[src/rtl/pbus_pkg.sv]
// Shared definitions for the peripheral bus arbiter: FSM state encoding,
// master index constants and default bus widths.
package pbus_pkg;

  localparam int ADDR_W_DEF = 32;
  localparam int DATA_W_DEF = 32;

  typedef enum logic [1:0] {
    ST_IDLE    = 2'd0,
    ST_ISSUE   = 2'd1,
    ST_CAPTURE = 2'd2
  } state_e;

  localparam logic M0 = 1'b0;
  localparam logic M1 = 1'b1;

endpackage

[src/rtl/pbus_arbiter_rr_pick2.sv]
// rr_pick2: combinational two-way round-robin pick.
//   i_req[1:0]     eligible requests (already masked by the ack of this cycle)
//   i_last_grant   index of the master granted most recently
//   o_grant_valid  at least one request is eligible
//   o_grant_idx    chosen master; on a tie, the one that was not granted last
module rr_pick2 (
  input  logic [1:0] i_req,
  input  logic       i_last_grant,
  output logic       o_grant_valid,
  output logic       o_grant_idx
);

  always_comb begin
    o_grant_valid = |i_req;
    o_grant_idx   = 1'b0;
    case (i_req)
      2'b01:   o_grant_idx = 1'b0;
      2'b10:   o_grant_idx = 1'b1;
      2'b11:   o_grant_idx = ~i_last_grant;
      default: o_grant_idx = 1'b0;
    endcase
  end

endmodule

[src/rtl/pbus_arbiter.sv]
// pbus_arbiter: shares the single peripheral bus between two masters
// (m0 = CPU load/store, m1 = DMA/debug). One transaction at a time,
// round-robin between the masters, fixed 3-edge latency:
//   IDLE (grant) -> ISSUE (strobe on bus) -> CAPTURE (peripheral drives
//   sys_r_line) -> IDLE with the winner's ack pulsing.
// Ports:
//   clk, rst               clock, synchronous active-high reset
//   mX_req/we/addr/wdata   master X request, held until mX_ack
//   mX_ack, mX_rdata       one-cycle completion pulse and read data
//   sys_w/sys_r            single-cycle write/read strobes
//   sys_w_addr/sys_w_line  write address/data
//   sys_r_addr, sys_r_line read address, returned read data
//   busy                   transaction in flight
// All outputs are registered.
module pbus_arbiter
  import pbus_pkg::*;
#(
  parameter int ADDR_W = ADDR_W_DEF,
  parameter int DATA_W = DATA_W_DEF
) (
  input  logic              clk,
  input  logic              rst,
  input  logic              m0_req,
  input  logic              m0_we,
  input  logic [ADDR_W-1:0] m0_addr,
  input  logic [DATA_W-1:0] m0_wdata,
  output logic              m0_ack,
  output logic [DATA_W-1:0] m0_rdata,
  input  logic              m1_req,
  input  logic              m1_we,
  input  logic [ADDR_W-1:0] m1_addr,
  input  logic [DATA_W-1:0] m1_wdata,
  output logic              m1_ack,
  output logic [DATA_W-1:0] m1_rdata,
  output logic [ADDR_W-1:0] sys_w_addr,
  output logic [ADDR_W-1:0] sys_r_addr,
  output logic [DATA_W-1:0] sys_w_line,
  input  logic [DATA_W-1:0] sys_r_line,
  output logic              sys_w,
  output logic              sys_r,
  output logic              busy
);

  state_e r_state, w_next;
  logic   r_last_grant;
  logic   r_idx;
  logic   r_we;

  logic              w_gv, w_gi;
  logic [1:0]        w_req;
  logic              w_we;
  logic [ADDR_W-1:0] w_addr;
  logic [DATA_W-1:0] w_wdata;

  // A master whose transfer is being acked this cycle is still holding req
  // for that finished transfer; it must not be granted again on it.
  assign w_req   = {m1_req & ~m1_ack, m0_req & ~m0_ack};
  assign w_we    = w_gi ? m1_we    : m0_we;
  assign w_addr  = w_gi ? m1_addr  : m0_addr;
  assign w_wdata = w_gi ? m1_wdata : m0_wdata;

  rr_pick2 u_pick (
    .i_req         (w_req),
    .i_last_grant  (r_last_grant),
    .o_grant_valid (w_gv),
    .o_grant_idx   (w_gi)
  );

  always_ff @(posedge clk) begin
    if (rst) r_state <= ST_IDLE;
    else     r_state <= w_next;
  end

  always_comb begin
    w_next = r_state;
    case (r_state)
      ST_IDLE:    if (w_gv) w_next = ST_ISSUE;
      ST_ISSUE:   w_next = ST_CAPTURE;
      ST_CAPTURE: w_next = ST_IDLE;
      default:    w_next = ST_IDLE;
    endcase
  end

  // Bus registers double as the latched address/data of the transaction,
  // so later changes on the master inputs cannot reach the bus.
  always_ff @(posedge clk) begin
    if (rst) begin
      r_last_grant <= M1;
      r_idx        <= M0;
      r_we         <= 1'b0;
      sys_w        <= 1'b0;
      sys_r        <= 1'b0;
      sys_w_addr   <= '0;
      sys_r_addr   <= '0;
      sys_w_line   <= '0;
      m0_ack       <= 1'b0;
      m1_ack       <= 1'b0;
      m0_rdata     <= '0;
      m1_rdata     <= '0;
      busy         <= 1'b0;
    end else begin
      busy   <= (w_next != ST_IDLE);
      m0_ack <= 1'b0;
      m1_ack <= 1'b0;
      case (r_state)
        ST_IDLE: begin
          if (w_gv) begin
            r_idx        <= w_gi;
            r_we         <= w_we;
            r_last_grant <= w_gi;
            if (w_we) begin
              sys_w      <= 1'b1;
              sys_w_addr <= w_addr;
              sys_w_line <= w_wdata;
            end else begin
              sys_r      <= 1'b1;
              sys_r_addr <= w_addr;
            end
          end
        end
        ST_ISSUE: begin
          sys_w <= 1'b0;
          sys_r <= 1'b0;
        end
        ST_CAPTURE: begin
          if (r_idx == M0) begin
            m0_ack <= 1'b1;
            if (!r_we) m0_rdata <= sys_r_line;
          end else begin
            m1_ack <= 1'b1;
            if (!r_we) m1_rdata <= sys_r_line;
          end
        end
        default: ;
      endcase
    end
  end

endmodule

[config.mk]
export PLATFORM = sky130hd
export DESIGN_NAME = pbus_arbiter
export DESIGN_NICKNAME = d
export VERILOG_FILES = /design/src/rtl/pbus_pkg.sv /design/src/rtl/pbus_arbiter_rr_pick2.sv /design/src/rtl/pbus_arbiter.sv
export SDC_FILE = /design/constraint.sdc
export NUM_CORES = 1
export LEC_CHECK = 0
export CAP_MARGIN = 20
export CELL_PAD_IN_SITES_DETAIL_PLACEMENT = 0
export CELL_PAD_IN_SITES_GLOBAL_PLACEMENT = 2
export CORE_MARGIN = 10
export CORE_UTILIZATION = 24
export DETAILED_ROUTE_END_ITERATION = 8
export PLACE_DENSITY = 0.91
export RECOVER_POWER = 50
export SLEW_MARGIN = 0
export SYNTH_ARGS = -nofsm -noshare
export SYNTH_HDL_FRONTEND = slang
export SYNTH_SLANG_ARGS = --single-unit
[constraint.sdc]
create_clock -name clk -period 1.8 [get_ports clk]
set_input_delay 0.45 -clock clk [delete_from_list [all_inputs] [get_ports clk]]
set_output_delay 0.45 -clock clk [all_outputs]
set_load 0.01 [all_outputs]
======== Word-level counts from Yosys, hierarchy flattened ========
Index checks and enable logic that the tools add are counted.
word-level totals
  register bits after elaboration ......... 170
  input port bits ......................... 166
  output and inout bits ................... 165
  word-level logic and storage cells ...... 56
operators by class
  equality and inequality tests ........... 7
  multiplexer cells ....................... 14
  bitwise logic cells ..................... 9
  reduce and logical (&&, ||, !) cells .... 12
operators with widths
  operator                                               count
  2-to-1 mux 32 bit                                      2
  AND reduction 3 bit                                    6
  2-to-1 mux 1 bit                                       7
  NOT 1 bit                                              7
  equality test 2 bit, second input constant             3
  one-hot mux 1 bit (2 select lines)                     3
  inequality test 2 bit, second input constant           2
  one-hot mux 2 bit (2 select lines)                     1
  nonzero test 2 bit                                     2
  OR reduction 2 bit                                     2
  AND 1 bit                                              2
  equality test 2 x 1 -> 1 bit, second input constant    1
  logical NOT 2 bit                                      1
  2-to-1 mux 2 bit                                       1
  inequality test 2 x 1 -> 1 bit, second input constant  1
  AND reduction 2 bit                                    1

======== Depth between registers and ports, before layout ========
  depth in word-level cells ............... 8
  depth in mapped cells ................... 7

======== Modules after synthesis ========
A second synthesis with hierarchy kept.
second synthesis, totals
  cells, all modules ...................... 725
  area, all modules ....................... 6705.2 um2
modules (own cells, without submodules)
  module        instances  cells each  area an instance (um2)  seq. area each (um2)
  pbus_arbiter  1          723         6691.4                  3403.3
  rr_pick2      1          2           13.8                    0.0

======== Worst setup path before layout ========
Ideal clock, no wire load.
  kind .................................... input-to-reg
  from .................................... input m1_req
  to ...................................... register sys_w_addr[0]
  library setup time ...................... 72 ps
  data arrival time ....................... 1491 ps
  required time ........................... 1728 ps
  path slack .............................. 237 ps
  stages on the path ...................... 7
  cell sequence ........................... nor2b_4 buf_6 and3_1 o21ai_2 buf_6 buf_6 mux2i_1
on the way
  longest elaborated chain between the ends .. 5
  elaborated cells on any way between the ends .. 8
  those cells by class .................... 2 x eq/ne; 3 x mux; 1 x bitwise; 2 x reduce/logical
RTL lines
  what                                RTL line                     text
  start, declared                     pbus_arbiter.sv:29           input logic m1_req,
  AND 1 bit *                         pbus_arbiter.sv:57           assign w_req = {m1_req & ~m1_ack, m0_req & ~m0_ack};
  equality test 2 bit                 pbus_arbiter_rr_pick2.sv:16  case (i_req)
  one-hot mux 1 bit (2 select lines)  pbus_arbiter_rr_pick2.sv:16
  2-to-1 mux 1 bit                    pbus_arbiter.sv:58           assign w_we = w_gi ? m1_we : m0_we;
  AND reduction 3 bit (no line)       --
  end signal, assigned                pbus_arbiter.sv:113          sys_w_addr <= w_addr;
  end, declared                       pbus_arbiter.sv:35           output logic [ADDR_W-1:0] sys_w_addr,
Every way passes the cells marked *; elsewhere a longest branch is shown, timed or not.
A chain may end at the register's enable or synchronous reset.

======== Final worst setup path ========
  from .................................... register m1_rdata[28]
  to ...................................... output m1_rdata[28]
RTL lines
  what                    RTL line             text
  start, declared         pbus_arbiter.sv:34   output logic [DATA_W-1:0] m1_rdata,
  start signal, assigned  pbus_arbiter.sv:131  if (!r_we) m1_rdata <= sys_r_line;
No word-level cell between the ends.

==> impl_metrics.ini <==
[status]
status = finished clean

[detailed_routing]
drtAntennaViolNets = 0
routed_via_density = 4.43
wl_met3_um = 2370
wl_per_cell_um = 17.7
drt_wl_total_um = 29700
drc_errors = 0
topRoutingLayerUsed = met5
dr.pass1.iters = 4
dr_total_vias = 7444
wl_met2_um = 14400
drt-met1-wl_um = 12500
drt-initial-drc-count = 257

[sta]
min_period_over_period_pct = 97.2
hold_viol_final = 0
max_slew_margin_pct = 75.0
max_freq_ghz = 0.572
setup_ws_ns = 0.0505
worst_pin_slew_ns = 0.375
worst_clock_skew_ns = 0.00916
maxSlewViolCount = 0
setup_viol = 0
rsz0062_at_grt = false
tns_ns = 0
period_needed_ns = 1.75

[power_and_ir_drop]
total_power_uw = 10200
comb_power_share_pct = 21.4
clkPwrFrac_pct = 38.0
irDropWorstVdd_uv = 566
seqPwrFrac_pct = 40.6
powerDensity_nw_per_um2 = 821
p_sw_uw = 2780
swShare_pct = 27.2
p_leak_uw = 0.00525
internal-power_uw = 7430

[floorplan]
dieWidth_um = 202
initial_utilization_pct = 24.3
num_rows = 66
io_pins = 331
core_um2 = 32600
die-area_um2 = 40700
die_y_um = 202

[cells_and_area]
final_cells = 1680
final_area_um2 = 12400
layout-drive-gt1-share_pct = 10.1
area_growth_pct = 56.6
nNetsFinal = 1388

[logic_synthesis]
yosysWarnings = 0
synth-seq-area-share_pct = 42.9
syn_area_per_cell_um2 = 8.85
synth_area_um2 = 7940
synth_cell_types = 38
synth.top_cell.area_share_pct = 42.9
async_flop_share_pct = 0
synthCells = 897
synth.area.top_cells = dfxtp_1 (43%), mux2i_1 (8.1%), nand2b_1 (7.6%)
synth_area_leader_cell = dfxtp_1
yosys_register_bits = 170
syn_nets = 1063
synth_edf_count = 0
synthFlopType = dfxtp_1

[clock_tree]
path_clk_slew_ns = 0.07
cts_sinks = 170
cts_buffer_depth = 2
postCtsSetupBuffers = 0
cts_buffers = 17
cts_tree = yes
postCtsHoldBufs = 0
ctsRootBufferMaster = clkbuf_16
cts_max_level = 4
clock_latency_ns = 0.43

[global_routing]
grt_pass1_vias = 7636
grt.overflow.total = 0
antenna_found_initial = 3
track_usage_pct = 14.2
grt_max_degree = 45
grt_pass1_wl_um = 45500

[worst_setup_path]
cp-start-kind = register
end_kind = output port
critical-path-top-delay-family = buffers and inverters
path_cells = clkdlybuf4s50_1
slowest_delay_ns = 0.54
slowest_stage = clkdlybuf4s50_1
crit_arrival_ns = 1.30
critPathRequiredTime_ns = 1.35
crit_fanout = 2
path_buf_inv = 1
critical_path_class = register to output port

[place]
hpwl_um = 22500
portBuffers = 330
dp_cells = 1645
dpl_cell_area_um2 = 12100
place.gp.congestion = 0.780
place_ws_ns = -0.374

[worst_hold_path]
hold_path_class = register to register

[flow_run]
maxCapViolations = 0
-- registers in the layout, indices dropped and copies added (netlist names), 2 cells and up --
signal / flops
sys_w_line: 32
m0_rdata: 32
sys_w_addr: 32
r_state: 2
m1_rdata: 32
sys_r_addr: 32
-- cell usage after synthesis (2+ instances only) --
master	number
and3_1	33
a221oi_1	3
o21ai_0	63
buf_4	2
nor2b_1	32
nor2_1	3
clkbuf_2	2
o21ai_2	2
buf_2	12
clkbuf_1	51
o21ai_1	2
o21bai_1	32
a221oi_2	29
a21oi_1	65
o21a_1	2
and2_1	2
inv_1	36
mux2i_1	64
nand2b_1	97
dfxtp_1	170
a211oi_1	2
buf_6	13
nor4_1	4
nand2_1	131
a21boi_0	32
-- final timing paths --
kind                     start       endpoint  slack [ns]  depth (start not counted)
setup reg to reg        m0_ack  sys_w_addr[8]        0.17                          6
setup / recovery  m1_rdata[28]   m1_rdata[28]        0.05                          1
hold / removal    m1_rdata[13]   m1_rdata[13]        0.45                          2
hold reg to reg   m1_rdata[13]   m1_rdata[13]        0.45                          2
-- placed cells by master, fill, tap and decap left out, types with 3 or more instances in the layout --
master | Yosys | final
o21ai_0 | 63 | 63
mux2i_1 | 64 | 64
inv_1 | 36 | 36
a221oi_1 | 3 | 3
clkinvlp_4 | 0 | 3
buf_12 | 0 | 21
clkdlybuf4s50_1 | 0 | 168
bufinv_16 | 0 | 3
clkdlybuf4s25_1 | 0 | 31
nor4_1 | 4 | 4
clkbuf_16 | 0 | 17
nand2b_1 | 97 | 97
clkinv_2 | 0 | 3
nor2b_1 | 32 | 32
dlygate4sd2_1 | 0 | 112
nor2_1 | 3 | 3
a21oi_1 | 65 | 65
clkbuf_1 | 51 | 18
diode_2 | 0 | 3
a221oi_2 | 29 | 29
and3_1 | 33 | 33
buf_4 | 2 | 35
nand2_1 | 131 | 131
a21boi_0 | 32 | 32
o21bai_1 | 32 | 32
dfxtp_1 | 170 | 170
-- metrics by stage --
step | hold WS, ns | util [%]
after floorplan | 0.439 | -
after global placement | 0.439 | 37.0
after detailed placement | 0.444 | 37.0
after CTS | 0.450 | 38.4
after global routing | 0.466 | 38.1
final | 0.450 | 38.1
-- layout make-up --
| cell class | count | area [um2] |
|---|---|---|
| timing repair buffer | 386 | 3730 |
| inverter | 36 | 135 |
| sequential | 170 | 3400 |
| clock buffer | 19 | 453 |
| tap | 442 | 553 |
| antenna | 3 | 7.51 |
| fill | 3406 | 20200 |
| multi-input combinational | 611 | 3980 |
| clock inverter | 13 | 165 |
-- kinds of logic (layout without fill, tap and decap cells) --
group / after synthesis / in the layout / share of synthesized area (%)
buf+inv: 116 / 454 / 7.03
mux: 65 / 65 / 8.21
other cells: 0 / 3 / 0
compound gates: 236 / 236 / 21.2
simple gates: 310 / 310 / 20.7
flops: 170 / 170 / 42.9
-- worst register-to-register path, stage by stage, from the launching register on --
cell and delay, ns:
dfxtp_1 0.33, nand3b_2 0.23, and3_1 0.22, o21ai_4 0.24
buf_12 0.20, buf_4 0.17, mux2i_1 0.18
-- routing by layer --
metal	up-vias	global-route usage (%)
li1	3694	-
met1	3494	16.3
met2	229	24.0
met3	25	5.23
met4	2	4.11
met5	-	0
-- timing repair --
item,CTS,global route
setup endpoints to repair,112,49
pin swaps,0,0
resized for setup,112,49
endpoints found under the hold margin,0,0
-- power by group through the flow --
stage / Clock (uW) / Combinational, uW / Sequential [uW]
after floorplan: 0 / 967 / 4320
after global placement: 0 / 2360 / 4220
after detailed placement: 0 / 2370 / 4230
after CTS: 4020 / 2260 / 4140
after global routing: 4160 / 2360 / 4170
final: 3880 / 2190 / 4140
Note: power is estimated with default switching activity, not from simulation.
==> RTL change 1: new RTL, same flow settings <==
Set the package constant `DATA_W_DEF` to 28 (it was 32).
--- a/src/rtl/pbus_pkg.sv
+++ b/src/rtl/pbus_pkg.sv
@@ -5,3 +5,3 @@
   localparam int ADDR_W_DEF = 32;
-  localparam int DATA_W_DEF = 32;
+  localparam int DATA_W_DEF = 28;
 
Interface: changed (6 resized); port bits go from 331 to 307. No check against the original RTL was run, so the function may have changed too.
==> RTL change 1 against the original RTL <==
  * Power decreased by 6.0%
  * Sequential cell count is 12 lower
  * Area after synthesis decreased by 6.9%
  * Wire length is 2.7% lower
  * Setup slack worse by 0.0078 ns
  * Non-clock buffer count decreased by 21
  * Cell area is 6.5% lower
  * Critical path type unchanged
  * Largest power group unchanged
==> RTL change 1: results (changes against the original RTL) <==
- Status: finished, final reports clean
- Top Registers: sys_r_addr (32), sys_w_addr (32)
- Share of layout cells above drive strength 1: 0.113 (+0.0114)
- CTS buffer count: 17 (unchanged)
- Layout Cells excl Fill: 1555 (-7.4%)
- DPL Wire Length: 20.4 mm (-9.2%)
- Gp weighted congestion: 0.789 (+1.2%)
- Clk_lat worst skew: roughly 0.42 ns
- Pleak: 4.73 nW (-9.9%)
- DRT Pass-1 Iters: 4 (unchanged)
- Wire per inst: 18.6 um (+5.2%)
- Commonest cells in the netlist: dfxtp_1 (158), nand2_1 (115), nand2b_1 (92)
- Sequential area share after synthesis: 0.428 (-0.000785)
- Hold WC Path Type: register to register
- Final nets: 1295 (-6.7%)
- I/O Buffers: 306 (-7.3%)
- PD cells: 826 nW/um2 (+0.54%)
- Placed Cells incl. Taps: 1504 (-8.6%)
- Drt via density: 4.48 (+1.1%)
- Critical path arrival: 1.31 ns
- Synth Instances: 831 (-7.4%)
- Initial antenna violation count: 6 (+3)
- Largest net degree at the start of global routing: 73 (+62%)
- Place WS: -0.468 ns (-0.0936 ns)
- Biggest cell delay along the critical path: 0.56 ns (+0.02 ns)
- Vias in the first global route: 7047 (-7.7%)
- Slew headroom: 0.646 (-0.104)
- DP Area: 11100 um2 (-7.9%)
- Peak supply drop: 0.436 mV (-23%)
- Number of fill cells: 3121 (-8.4%)
- GRT Total Usage: 0.141 (-0.000859)
- Htree depth: 4 (unchanged)
- Area contributors post-synth: dfxtp_1 (43%), mux2i_1 (8.7%), nand2b_1 (7.8%), nand2_1 (5.8%), a221oi_2 (5.7%)
- First-pass GRT wire length: 43.0 mm (-5.6%)
- Syn nets: 985 (-7.3%)
- Bufs on Longest Clock Path: 2 (unchanged)
- Initial DRC Count: 282 (+9.7%)
- Worst Skew: 0.0118 ns (+0.00261 ns)
==> RTL change 1: changes by cell type after synthesis, sizes merged, moves of 5 or more <==
cell	before	now
nand2	131	115
nand2b	97	92
dfxtp	170	158
o21ai	67	59
a21oi	65	57
==> RTL change 1: logic make-up (layout without fill, tap and decap cells) <==
group                  after synthesis  in the layout  share of synthesized area
AOI/OAI and AO/OA                  216            216                      0.211
buffers and inverters              106            429                     0.0681
DFF                                158            158                      0.428
muxes                               65             65                     0.0882
other                                0              5                          0
and+or+nand+nor                    286            286                      0.205
==> RTL change 1: power by group <==
part | total [mW] | switching, mW | internal, mW
registers | 3.86 | 0.129 | 3.73
clock network | 3.59 | 1.69 | 1.90
logic | 2.15 | 1.01 | 1.14
total | 9.59 | 2.83 | 6.77
==> RTL change 1: worst paths after layout <==
| kind | start | end | slack [ns] | cells after the start |
|---|---|---|---|---|
| setup reg to reg | m0_ack$_SDFF_PP0_ | sys_w_line[8]$_SDFFE_PP0P_ | 0.19 | 7 |
| hold reg to reg | m1_rdata[18]$_SDFFE_PP0P_ | m1_rdata[18]$_SDFFE_PP0P_ | 0.45 | 2 |
| setup / recovery | sys_r_addr[13]$_SDFFE_PP0P_ | sys_r_addr[13] | 0.04 | 1 |
| hold / removal | m1_rdata[18]$_SDFFE_PP0P_ | m1_rdata[18]$_SDFFE_PP0P_ | 0.45 | 2 |
==> RTL change 1: timing repair <==
action / 4_1_cts / 5_1_grt
pin swaps: 0 / 5
buffers inserted: 1 / 8
setup endpoints to repair: 57 / 159
resized for setup: 55 / 96
gates cloned: 1 / 4
==> RTL change 1: through the flow <==
stage	setup TNS (ns)	hold slack (ns)
final	0	0.454
after global placement	-30.91	0.440
after detailed placement	-36.95	0.446
after CTS	0	0.455
after floorplan	0	0.438
after global routing	-0.00268	0.466
==> RTL change 1: final cells by class <==
type,count,share of cell area
multi-input combinational,567,0.323
tap,396,0.0426
inverter,32,0.0103
sequential,158,0.272
antenna,5,0.00108
timing repair buffer,365,0.301
clock buffer,19,0.0390
clock inverter,13,0.0107
==> RTL change 1: worst reg2reg max path, stage by stage (launching register included) <==
cell and delay, ns:
dfxtp_1 0.33, nand3b_1 0.16, buf_4 0.17, a21boi_2 0.20
o21ai_4 0.09, buf_4 0.17, buf_4 0.16, a221oi_2 0.26
==> RTL change 1: routing by layer <==
layer,global-route usage,part of all wire,vias to the layer above
li1,-,-,3446
met1,0.163,0.41,3304
met2,0.227,0.48,200
met3,0.0629,0.098,16
met4,0.0438,0.012,2
met5,0,0.00045,-
==> RTL change 2: new RTL, config.mk and constraints unchanged <==
Made on the original files. The 3 states of `state_e` get a one-hot encoding in 3 bits.
--- a/src/rtl/pbus_pkg.sv
+++ b/src/rtl/pbus_pkg.sv
@@ -7,6 +7,6 @@
 
-  typedef enum logic [1:0] {
-    ST_IDLE    = 2'd0,
-    ST_ISSUE   = 2'd1,
-    ST_CAPTURE = 2'd2
+  typedef enum logic [2:0] {
+    ST_IDLE    = 3'b001,
+    ST_ISSUE   = 3'b010,
+    ST_CAPTURE = 3'b100
   } state_e;
Formal check against the unedited RTL: no difference found for any inputs over 4 cycles, from zero or initial values and one cycle with rst high; so few cycles prove little.
==> RTL change 2 against the original RTL <==
  * Power down 2.5%
  * Hold slack gained 0.0025 ns
  * Setup slack lost 0.0054 ns
  * Area after synthesis decreased by 8.2%
  * Sequential cell count increased by 1
  * Cell area decreased by 6.4%
  * Largest power group unchanged
  * Highest routed layer is now met4
  * Wire length decreased by 4.2%
  * Largest cell class is now non-clock buffers
  * Count of clock-buffer cells in the layout is 1 lower
==> RTL change 2: results (changes against the original RTL) <==
- Status: finished, final reports clean
- Clock share of power: 0.383 (+0.003)
- Share of layout cells above drive strength 1: 0.103 (+0.00188)
- Inverters: 1 (-97%)
- M1 WL: 12.5 mm (about the same)
- Min-delay src: m0_rdata[2]$_SDFFE_PP0P_
- Clk cell area share: 0.0510 (+0.00127)
- Placed Cells incl. Taps: 1520 (-7.6%)
- WL met2: 13.8 mm (-4.2%)
- Number of fill cells: 3058 (-10%)
- Sink Count: 171 (+0.59%)
- Least-Margin Pin Slew: 0.491 ns (+0.116 ns)
- Drt via density: 4.59 (+3.5%)
- Total Power: 9.94 mW (-2.5%)
- # diodes: 0 (-3)
- Worst Skew: 0.0149 ns (+0.00571 ns)
- Syn nets: 1000 (-5.9%)
- DRT Wirelength: 28.5 mm (-4.2%)
- Largest net degree at the start of global routing: 56 (+24%)
- Worst R2R Setup Slack: 0.10 ns (-0.07 ns)
- DPL Wire Length: 20.8 mm (-7.5%)
- Non-clock buffers, area share: 0.307 (+0.00628)
- Initial DRC Count: 304 (+18%)
- Syn Area/Cell: 8.74 um2 (-1.2%)
- Final nets: 1319 (-5.0%)
[RTL change 2: changes by cell type after synthesis, moves of 33 or more]
cell and change:
and3_1 -33, mux2_1 +33, mux2i_1 -64, nand2b_1 -95, inv_1 -35, a21oi_1 +66
nor2b_1 +35
[RTL change 2: what timing repair did]
action / 4_1_cts / 5_1_grt
setup endpoints to repair: 48 / 169
pin swaps: 0 / 8
cloned: 0 / 3
setup buffers: 0 / 1
gates resized for setup: 48 / 92
hold buffers: 0 / 0
[RTL change 2: cell families after synthesis]
group / count (synthesis) / share of synthesized area
and+or+nand+nor: 286 / 0.188
AOI/OAI and AO/OA: 233 / 0.179
DFF: 171 / 0.470
buffers and inverters: 80 / 0.0496
muxes: 64 / 0.113
[RTL change 2: per-stage QoR]
stage | cell area [um2] | util
2_1_floorplan | 7290 | -
3_3_place_gp | 11300 | 0.379
3_5_place_dp | 11300 | 0.379
4_1_cts | 11800 | 0.396
5_1_grt | 11600 | 0.390
6_report | 11600 | 0.390
